[config.mk]
export PLATFORM = sky130hd
export DESIGN_NAME = bus_dma
export DESIGN_NICKNAME = d
export VERILOG_FILES = /design/src/rtl/bus_dma_pkg.sv /design/src/rtl/bus_dma_timeout_counter.sv /design/src/rtl/bus_dma.sv
export SDC_FILE = /design/constraint.sdc
export NUM_CORES = 1
export LEC_CHECK = 0
export BUFFER_PORTS_ARGS = -buffer_cell sky130_fd_sc_hd__buf_2
export CELL_PAD_IN_SITES_DETAIL_PLACEMENT = 2
export CELL_PAD_IN_SITES_GLOBAL_PLACEMENT = 2
export CORE_AREA = 2 2 217 112
export DETAILED_ROUTE_END_ITERATION = 12
export DIE_AREA = 0 0 219 114
export GPL_ROUTABILITY_DRIVEN = 0
export HOLD_SLACK_MARGIN = 0.08
export PLACE_DENSITY = 0.8
export SYNTH_ARGS = -nofsm -noshare
export SYNTH_HDL_FRONTEND = slang
export SYNTH_SLANG_ARGS = --single-unit
[constraint.sdc]
create_clock -name clk25MHz -period 1.9 [get_ports clk25MHz]
set_input_delay 0.285 -clock clk25MHz [delete_from_list [all_inputs] [get_ports clk25MHz]]
set_output_delay 0.285 -clock clk25MHz [all_outputs]
set_load 0.01 [all_outputs]
[src/rtl/bus_dma_pkg.sv]
`default_nettype none
// ============================================================================
// Package  : bus_dma_pkg
// Brief    : Bus IDs, control-word bit positions and FSM encoding shared by
//            the DMA engine and its sub-blocks.
// Revision : 1.0 - initial release
// ============================================================================
package bus_dma_pkg;

    typedef enum logic [2:0] {
        ID_RAM  = 3'd0,
        ID_ROM  = 3'd1,
        ID_VGA  = 3'd2,
        ID_PS2  = 3'd3,
        ID_ACP  = 3'd4,
        ID_DMA  = 3'd5,
        ID_UART = 3'd6,
        ID_CPU  = 3'd7
    } bus_id_e;

    localparam int c_CTRL_ID_HI = 7;
    localparam int c_CTRL_ID_LO = 5;
    localparam int c_CTRL_WR    = 4;
    localparam int c_CTRL_VALID = 3;

    typedef enum logic [2:0] {
        S_IDLE    = 3'd0,
        S_REQ     = 3'd1,
        S_RD_ADDR = 3'd2,
        S_RD_WAIT = 3'd3,
        S_WR_ADDR = 3'd4,
        S_WR_DATA = 3'd5,
        S_NEXT    = 3'd6,
        S_DONE    = 3'd7
    } dma_state_e;

    function automatic logic [7:0] make_ctrl(input logic [2:0] dev, input logic wr);
        logic [7:0] c;
        c                             = 8'h00;
        c[c_CTRL_ID_HI:c_CTRL_ID_LO]  = dev;
        c[c_CTRL_WR]                  = wr;
        c[c_CTRL_VALID]               = 1'b1;
        return c;
    endfunction

endpackage
`default_nettype wire

[src/rtl/bus_dma_timeout_counter.sv]
`default_nettype none
// ============================================================================
// Module   : bus_dma_timeout_counter
// Brief    : Read-response watchdog: load clears, enable counts, holds at
//            TIMEOUT and flags expiry while there.
// Revision : 1.0 - initial release
// ============================================================================
module bus_dma_timeout_counter #(
    parameter int TIMEOUT = 255
) (
    input  logic clk_i,
    input  logic rst_i,
    input  logic load_i,
    input  logic en_i,
    output logic expired_o
);

    localparam int c_CNT_W = (TIMEOUT < 2) ? 1 : $clog2(TIMEOUT + 1);

    logic [c_CNT_W-1:0] cnt_q;
    logic [c_CNT_W-1:0] cnt_d;

    assign expired_o = (cnt_q == c_CNT_W'(TIMEOUT));

    always_comb begin
        cnt_d = cnt_q;
        if (load_i) begin
            cnt_d = '0;
        end else if (en_i && !expired_o) begin
            cnt_d = cnt_q + c_CNT_W'(1);
        end
    end

    always_ff @(posedge clk_i) begin
        if (rst_i) begin
            cnt_q <= '0;
        end else begin
            cnt_q <= cnt_d;
        end
    end

endmodule
`default_nettype wire

[src/rtl/bus_dma.sv]
`default_nettype none
// ============================================================================
// Module   : bus_dma
// Brief    : Single-channel bus-master DMA; copies cfg_len words from a source
//            device/address to a destination via the shared req/ack bus.
//            Build option DMA_YIELD_EN: release the bus for one cycle per word.
// Revision : 1.0 - initial release
// ============================================================================
module bus_dma
    import bus_dma_pkg::*;
#(
    parameter int         D_WIDTH    = 32,
    parameter int         C_WIDTH    = 8,
    parameter int         A_WIDTH    = 24,
    parameter int         L_WIDTH    = 16,
    parameter logic [2:0] DMA_BUS_ID = ID_DMA,
    parameter int         TIMEOUT    = 255
) (
    input  logic               clk25MHz,
    input  logic               reset,
    input  logic [2:0]         cfg_src_dev,
    input  logic [A_WIDTH-1:0] cfg_src_addr,
    input  logic [2:0]         cfg_dst_dev,
    input  logic [A_WIDTH-1:0] cfg_dst_addr,
    input  logic [L_WIDTH-1:0] cfg_len,
    input  logic               cfg_start,
    output logic               busy,
    output logic               done,
    output logic               error,
    output logic               bus_req,
    input  logic               bus_ack,
    input  logic [D_WIDTH-1:0] bus_data_in,
    input  logic [C_WIDTH-1:0] bus_ctrl_in,
    output logic [D_WIDTH-1:0] bus_data_out,
    output logic [C_WIDTH-1:0] bus_ctrl_out
);

`ifdef DMA_YIELD_EN
    localparam bit c_YIELD = 1'b1;
`else
    localparam bit c_YIELD = 1'b0;
`endif

    dma_state_e         state_q, state_d;
    logic [2:0]         src_dev_q, src_dev_d;
    logic [2:0]         dst_dev_q, dst_dev_d;
    logic [A_WIDTH-1:0] src_addr_q, src_addr_d;
    logic [A_WIDTH-1:0] dst_addr_q, dst_addr_d;
    logic [L_WIDTH-1:0] count_q, count_d;
    logic [D_WIDTH-1:0] hold_q, hold_d;
    logic               error_q, error_d;
    logic               bus_req_q, bus_req_d;
    logic               tmo_load, tmo_en, tmo_expired;
    logic               rsp_hit;
    logic               unused_ctrl;

    assign rsp_hit = bus_ctrl_in[c_CTRL_VALID]
                  && (bus_ctrl_in[c_CTRL_ID_HI:c_CTRL_ID_LO] == DMA_BUS_ID);
    assign unused_ctrl = ^bus_ctrl_in;

    bus_dma_timeout_counter #(
        .TIMEOUT (TIMEOUT)
    ) u_tmo (
        .clk_i     (clk25MHz),
        .rst_i     (reset),
        .load_i    (tmo_load),
        .en_i      (tmo_en),
        .expired_o (tmo_expired)
    );

    // Bus states only advance while granted; without bus_ack everything holds
    // and the bus outputs stay zero. NEXT touches no bus signals.
    always_comb begin
        state_d      = state_q;
        src_dev_d    = src_dev_q;
        dst_dev_d    = dst_dev_q;
        src_addr_d   = src_addr_q;
        dst_addr_d   = dst_addr_q;
        count_d      = count_q;
        hold_d       = hold_q;
        error_d      = error_q;
        tmo_load     = 1'b0;
        tmo_en       = 1'b0;
        bus_data_out = '0;
        bus_ctrl_out = '0;
        unique case (state_q)
            S_IDLE: begin
                if (cfg_start) begin
                    src_dev_d  = cfg_src_dev;
                    dst_dev_d  = cfg_dst_dev;
                    src_addr_d = cfg_src_addr;
                    dst_addr_d = cfg_dst_addr;
                    count_d    = cfg_len;
                    error_d    = 1'b0;
                    state_d    = (cfg_len == '0) ? S_DONE : S_REQ;
                end
            end
            S_REQ: begin
                if (bus_ack) state_d = S_RD_ADDR;
            end
            S_RD_ADDR: begin
                if (bus_ack) begin
                    bus_data_out = D_WIDTH'(src_addr_q);
                    bus_ctrl_out = C_WIDTH'(make_ctrl(src_dev_q, 1'b0));
                    tmo_load     = 1'b1;
                    state_d      = S_RD_WAIT;
                end
            end
            S_RD_WAIT: begin
                // A response in the expiry cycle still counts as success.
                if (bus_ack) begin
                    if (rsp_hit) begin
                        hold_d  = bus_data_in;
                        state_d = S_WR_ADDR;
                    end else if (tmo_expired) begin
                        error_d = 1'b1;
                        state_d = S_DONE;
                    end else begin
                        tmo_en  = 1'b1;
                    end
                end
            end
            S_WR_ADDR: begin
                if (bus_ack) begin
                    bus_data_out = D_WIDTH'(dst_addr_q);
                    bus_ctrl_out = C_WIDTH'(make_ctrl(dst_dev_q, 1'b1));
                    state_d      = S_WR_DATA;
                end
            end
            S_WR_DATA: begin
                if (bus_ack) begin
                    bus_data_out = hold_q;
                    bus_ctrl_out = C_WIDTH'(make_ctrl(dst_dev_q, 1'b1));
                    state_d      = S_NEXT;
                end
            end
            S_NEXT: begin
                src_addr_d = src_addr_q + A_WIDTH'(1);
                dst_addr_d = dst_addr_q + A_WIDTH'(1);
                count_d    = count_q - L_WIDTH'(1);
                if (count_q == L_WIDTH'(1)) begin
                    state_d = S_DONE;
                end else begin
                    state_d = c_YIELD ? S_REQ : S_RD_ADDR;
                end
            end
            S_DONE: begin
                state_d = S_IDLE;
            end
            default: begin
                state_d = S_IDLE;
            end
        endcase

        unique case (state_d)
            S_REQ, S_RD_ADDR, S_RD_WAIT, S_WR_ADDR, S_WR_DATA: bus_req_d = 1'b1;
            S_NEXT:                                            bus_req_d = !c_YIELD;
            default:                                           bus_req_d = 1'b0;
        endcase
    end

    always_ff @(posedge clk25MHz) begin
        if (reset) begin
            state_q    <= S_IDLE;
            src_dev_q  <= '0;
            dst_dev_q  <= '0;
            src_addr_q <= '0;
            dst_addr_q <= '0;
            count_q    <= '0;
            hold_q     <= '0;
            error_q    <= 1'b0;
            bus_req_q  <= 1'b0;
        end else begin
            state_q    <= state_d;
            src_dev_q  <= src_dev_d;
            dst_dev_q  <= dst_dev_d;
            src_addr_q <= src_addr_d;
            dst_addr_q <= dst_addr_d;
            count_q    <= count_d;
            hold_q     <= hold_d;
            error_q    <= error_d;
            bus_req_q  <= bus_req_d;
        end
    end

    assign busy    = (state_q != S_IDLE);
    assign done    = (state_q == S_DONE);
    assign error   = error_q;
    assign bus_req = bus_req_q;

endmodule
`default_nettype wire

# After elaboration in Yosys (flattened, before gate mapping)
# Index checks and enable logic that the tools add are counted.
dict set report classes {
  n_addsub 4
  n_eq_ne 20
  mux 36
  reduce_logical 15
}
# cell n
set op_table {}
lappend op_table {{two-way mux 24 bit} 4}
lappend op_table {{one-hot mux 24 bit (2 select lines)} 2}
lappend op_table {{one-hot mux 32 bit (3 select lines)} 1}
lappend op_table {{adder 24 x 1 -> 24 bit, second input constant} 2}
lappend op_table {{two-way mux 32 bit} 1}
lappend op_table {{one-hot mux 16 bit (2 select lines)} 1}
lappend op_table {{two-way mux 3 bit} 10}
lappend op_table {{equality test 3 bit, second input constant} 8}
lappend op_table {{one-hot mux 3 bit (8 select lines)} 1}
lappend op_table {{equality test 16 x 1 -> 1 bit, second input constant} 1}
lappend op_table {{zero test 16 bit} 1}
lappend op_table {{two-way mux 16 bit} 1}
lappend op_table {{two-way mux 8 bit} 2}
lappend op_table {{one-hot mux 8 bit (2 select lines)} 1}
lappend op_table {{subtractor 16 x 1 -> 16 bit, second input constant} 1}
lappend op_table {{equality test 3 x 2 -> 1 bit, second input constant} 4}
lappend op_table {{two-way mux 1 bit} 11}
lappend op_table {{adder 8 x 1 -> 8 bit, second input constant} 1}
lappend op_table {{equality test 8 bit, second input constant} 1}
lappend op_table {{equality test 3 x 1 -> 1 bit, second input constant} 2}
lappend op_table {{!= test 2 bit, second input constant} 3}
lappend op_table {{OR reduction 6 bit} 1}
lappend op_table {{AND reduction 5 bit} 1}
lappend op_table {{AND reduction 2 bit} 2}
lappend op_table {{other kinds (9)} 12}
dict set report totals {
  regBits 115
  out_inout_bits 44
  wordCells 85
}

# Logic depth before layout (Yosys ltp)
dict set report logic_depth {
  depth_word 8
  ltp_mapped 8
}

# Cells and area by module
# From an unflattened synthesis, not the netlist that was laid out.
dict set report hier_totals {
  hier_cells 852
  area_unflattened_um2 6306.0
}
# mod n_inst cells_each area_each_um2 seq_area_each_um2
set modules_own_cells {}
lappend modules_own_cells {bus_dma 1 807 5880.6 2142.1}
lappend modules_own_cells {bus_dma_timeout_counter 1 45 425.4 160.2}

# Worst setup path before layout
# Ideal clock, no wire load.
dict set report synth_path {
  kind {flip-flop to flip-flop}
  startpoint {register dst_addr_q[0]}
  endpoint {register dst_addr_q[22]}
  arrival_time_ps 1820
  path_slack_ps 6
  path_stages_with_launch 7
  path_buffers 0
  period_less_slack_ps 1894
  cell_sequence {dfxtp_1 -> ha_1 -> nand2_1 -> nor4_4 -> nand2_2 -> or4b_1 -> a31oi_1}
}
dict set report synth_via {
  elab_chain_len 2
}
# element line_no
set synth_lines {}
lappend synth_lines {{from (decl)} bus_dma.sv:48} ;# logic [A_WIDTH-1:0] dst_addr_q, dst_addr_d;
lappend synth_lines {{from (signal assigned)} bus_dma.sv:178} ;# dst_addr_q <= dst_addr_d;
lappend synth_lines {{adder 24 x 1 -> 24 bit} bus_dma.sv:139} ;# dst_addr_d = dst_addr_q + A_WIDTH'(1);
lappend synth_lines {{one-hot mux 24 bit (2 select lines)} bus_dma.sv:86} ;# unique case (state_q)
# No other way between the ends.
# A chain may end at the register's enable or synchronous reset.

# Final worst setup path
dict set report layout_path {
  startpoint {register state_q[2]}
  endpoint {output bus_data_out[20]}
}
dict set report layout_via {
  elab_chain_len 2
  elab_cells_between_ends 4
  classes_between {3 x eq/ne; 1 x mux}
}
# element line_no
set layout_lines {}
lappend layout_lines {{from (decl)} bus_dma.sv:44} ;# dma_state_e state_q, state_d;
lappend layout_lines {{from (signal assigned)} bus_dma.sv:174} ;# state_q <= state_d;
lappend layout_lines {{equality test 3 bit or equality test 3 x 2 -> 1 bit (tied branches)} bus_dma.sv:86}
lappend layout_lines {{one-hot mux 32 bit (3 select lines) (*)} bus_dma.sv:86}
lappend layout_lines {{to (decl)} bus_dma.sv:34} ;# output logic [D_WIDTH-1:0] bus_data_out,
# Mark *: on every way between the ends. The rest lies on a longest branch, timed or not.

==> impl_metrics.ini <==
[outcome]
result_of_the_run = finished with violations
failing_checks = setup timing

[yosys]
async_flop_share = 0
synth.lib_cells_used.distinct = 65
syn-cell-area_um2 = 6160
synth_largest_type_area_fraction = 0.374
yosysTopAreaCell = dfxtp_1
netlist_top_cells_area = dfxtp_1 (37%), nand2_1 (11%), a21oi_1 (6.6%)
synth.yosys.seq_area_share = 0.374
synth_enable_flop_cells = 0
syn_inst = 810
ys.flop_type = dfxtp_1
synthesis.area_per_instance_um2 = 7.60
synth_warnings = 0
synth_seq_cells = 115

[clocking]
clk_pin_slew_worst_paths_ps = 60
count_of_h_tree_levels_built_during_cts = 4
clk_latency_ps = 440
cts-root-to-sink-buffers = 2
cts_root_buf = clkbuf_16
cts_inserted_buffers = 17
cts_tree = yes
numClockSinks = 115

[detailed_routing]
drt_first_iter_violations = 685
avgRoutedWirePerCell_um = 27.2
routed-via-count = 7949
wl_um = 38500
antenna_violating_nets_post_route = 0
route.detailed.vias_per_inst = 5.63
detail_route.first_pass.iterations = 5
drt_drc_violations_left = 0

[die]
starting_density_of_the_core = 0.264
die-width_um = 219
fp-row-count = 40
floorplan.die.height_um = 114
area_enclosed_by_the_die_boundary_um2 = 25000
core_area_um2 = 23300
num_io_pins = 158

[worst_setup_path]
worstPathArrival_ps = 1920
timing.critical_path.to_type = output pin
critPathLaunchType = register
timing_worst_setup_path_type = register to output pin
worst-endpoint-required_ps = 1620
critical_path_peak_fanout = 9

[grt]
grt_max_degree = 48
global_route.usage.total = 0.259
grt_antenna_before_repair = 6
grt_remaining_overflow = 0
first_global_vias = 8050
grt_pass1_wl_um = 48500

[cells_and_area]
finished_layout_cell_area_um2 = 10500
final_cells = 1412
post_layout_nets = 1198
synthToLayoutAreaGrowth_pct = 70.7
drive_above_1_share = 0.461

[power]
vdd.ir_drop.worst_mv = 0.442
p_leak_uw = 0.00414
power.density_cell_area_nw_per_um2 = 768
total_power_uw = 8060

[job]
timing.max_cap.violations = 0

[timing]
max_slew.worst_pin.slew_ps = 712
setup_slack_ps = -303
final.min_clock_period_ps = 2200
timing_max_transition_violations_final = 0
clock_skew_ps = 10.8
period_share = 1.16
relSlewSlack = 0.526
number_of_hold_violations_in_the_final_report = 0
finalSetupViolations = 117
timing.fmax_mhz = 454
rsz_0062_raised_after_global_routing = yes

[placement]
portBuffers = 150
dp_hpwl_um = 22000
dp_cells = 1321
post_dp_cell_area_um2 = 7910

[worst_hold_path]
worst_min_delay_path_category = primary input to register
==> final cells by class <==
class	instances	area [um2]
tap	315	394
sequential	115	2320
fill	2529	12800
timing repair buffer	307	2660
antenna	6	15.0
multi-input combinational	627	4420
clock inverter	10	180
inverter	11	58.8
clock buffer	21	460
==> stage by stage <==
step,util,worst slack (ps),hold slack (ps),setup TNS (ps)
after global routing,0.450,-366,79.8,-24970
final,0.450,-303,83.3,-18510
after global placement,0.339,-245,439,-741
after CTS,0.402,-211,80.0,-6510
after detailed placement,0.339,-297,447,-2900
after floorplan,-,5.90,421,0
==> synthesized netlist by cell type, types with 2 or more instances <==
| library cell | count |
|---|---|
| nand2_1 | 173 |
| dfxtp_1 | 115 |
| a21oi_1 | 81 |
| nor2_1 | 48 |
| clkbuf_1 | 42 |
| o21ai_0 | 41 |
| nand3_1 | 29 |
| a31oi_1 | 26 |
| mux2i_1 | 26 |
| o211ai_1 | 19 |
| nor3_1 | 18 |
| or3_1 | 18 |
| and3_1 | 16 |
| nand4_1 | 14 |
| nor4_1 | 14 |
| inv_1 | 11 |
| a211oi_1 | 7 |
| buf_2 | 7 |
| xor2_1 | 7 |
| o311ai_0 | 6 |
| or4_1 | 6 |
| a221oi_1 | 5 |
| a311oi_1 | 5 |
| ha_1 | 5 |
| mux2_2 | 5 |
| and4_1 | 4 |
| buf_1 | 4 |
| buf_4 | 4 |
| or2_2 | 4 |
| a22o_1 | 3 |
| a22oi_1 | 3 |
| a41oi_1 | 3 |
| o311a_1 | 3 |
| and4b_1 | 2 |
| nand2b_1 | 2 |
| nor3b_1 | 2 |
| nor4_4 | 2 |
| o31a_1 | 2 |
| or4b_1 | 2 |
==> routing by layer <==
metal / part of all wire / global-route usage / routed length (um)
met2: 0.45 / 0.398 / 17500
met3: 0.068 / 0.0677 / 2610
met4: 0.026 / 0.0626 / 1000
met1: 0.45 / 0.362 / 17400
met5: 0 / 0 / 0
==> state kept, by name, summed over array words and instances, names as in the netlist <==
register	count
hold_q	32
dst_addr_q	24
src_addr_q	24
count_q	16
u_tmo.cnt_q	8
dst_dev_q	3
src_dev_q	3
state_q	3
bus_req	1
error	1
==> where the power goes <==
group,switching (uW),internal (uW),total [uW]
Sequential,175,2540,2710
Combinational,923,770,1690
Clock,1280,2380,3660
Total,2370,5690,8060
==> cell families (layout without fill, tap and decap cells) <==
family,count (synthesis),after routing,synth area share
muxes,31,31,0.0514
other,1,9,0.000609
AOI/OAI and AO/OA,217,217,0.218
adders and majority gates,5,5,0.0102
xor gates and xnor gates,8,8,0.0114
and+or+nand+nor,363,363,0.286
buffers and inverters,70,349,0.0480
DFF,115,115,0.374
==> path summary, 6_finish.rpt <==
check,from,endpoint,slack [ps],depth (start not counted)
hold reg to reg,hold_q[27],hold_q[27],460,2
setup / recovery,state_q[2],bus_data_out[20],-300,7
setup reg to reg,state_q[1],dst_addr_q[12],-290,10
hold / removal,cfg_dst_addr[10],dst_addr_q[10],80,3
==> cell usage in the layout, fill, tap and decap left out, drive strengths merged, types with 6 or more instances in the layout <==
master  instances
nor3           19
nor4           16
nand3          29
o311ai          6
clkbuf         26
nand2         174
a31oi          26
nand4          15
inv            10
and3           16
xor2            7
o211ai         19
o21ai          41
buf           297
a21oi          81
a211oi          7
or3            18
mux2i          26
diode           6
nor2           48
or4             6
dfxtp         115
==> repair_timing <==
item                                    in CTS  in global routing
gates resized for setup                    158                176
pin swaps                                   40                 67
gates cloned                                 6                  7
buffers inserted                            14                 23
endpoints found under the setup margin      65                105
hold endpoints to repair                     4                  1
hold buffers                                 4                  1
==> critical path: stages (launching register included) <==
cell and delay (ps):
dfxtp_4 360, buf_8 130, nor3_4 240, buf_12 180, buf_6 150, nand2_1 110, o21ai_2 100, buf_2 180
Note: power is estimated with default switching activity, not from simulation.
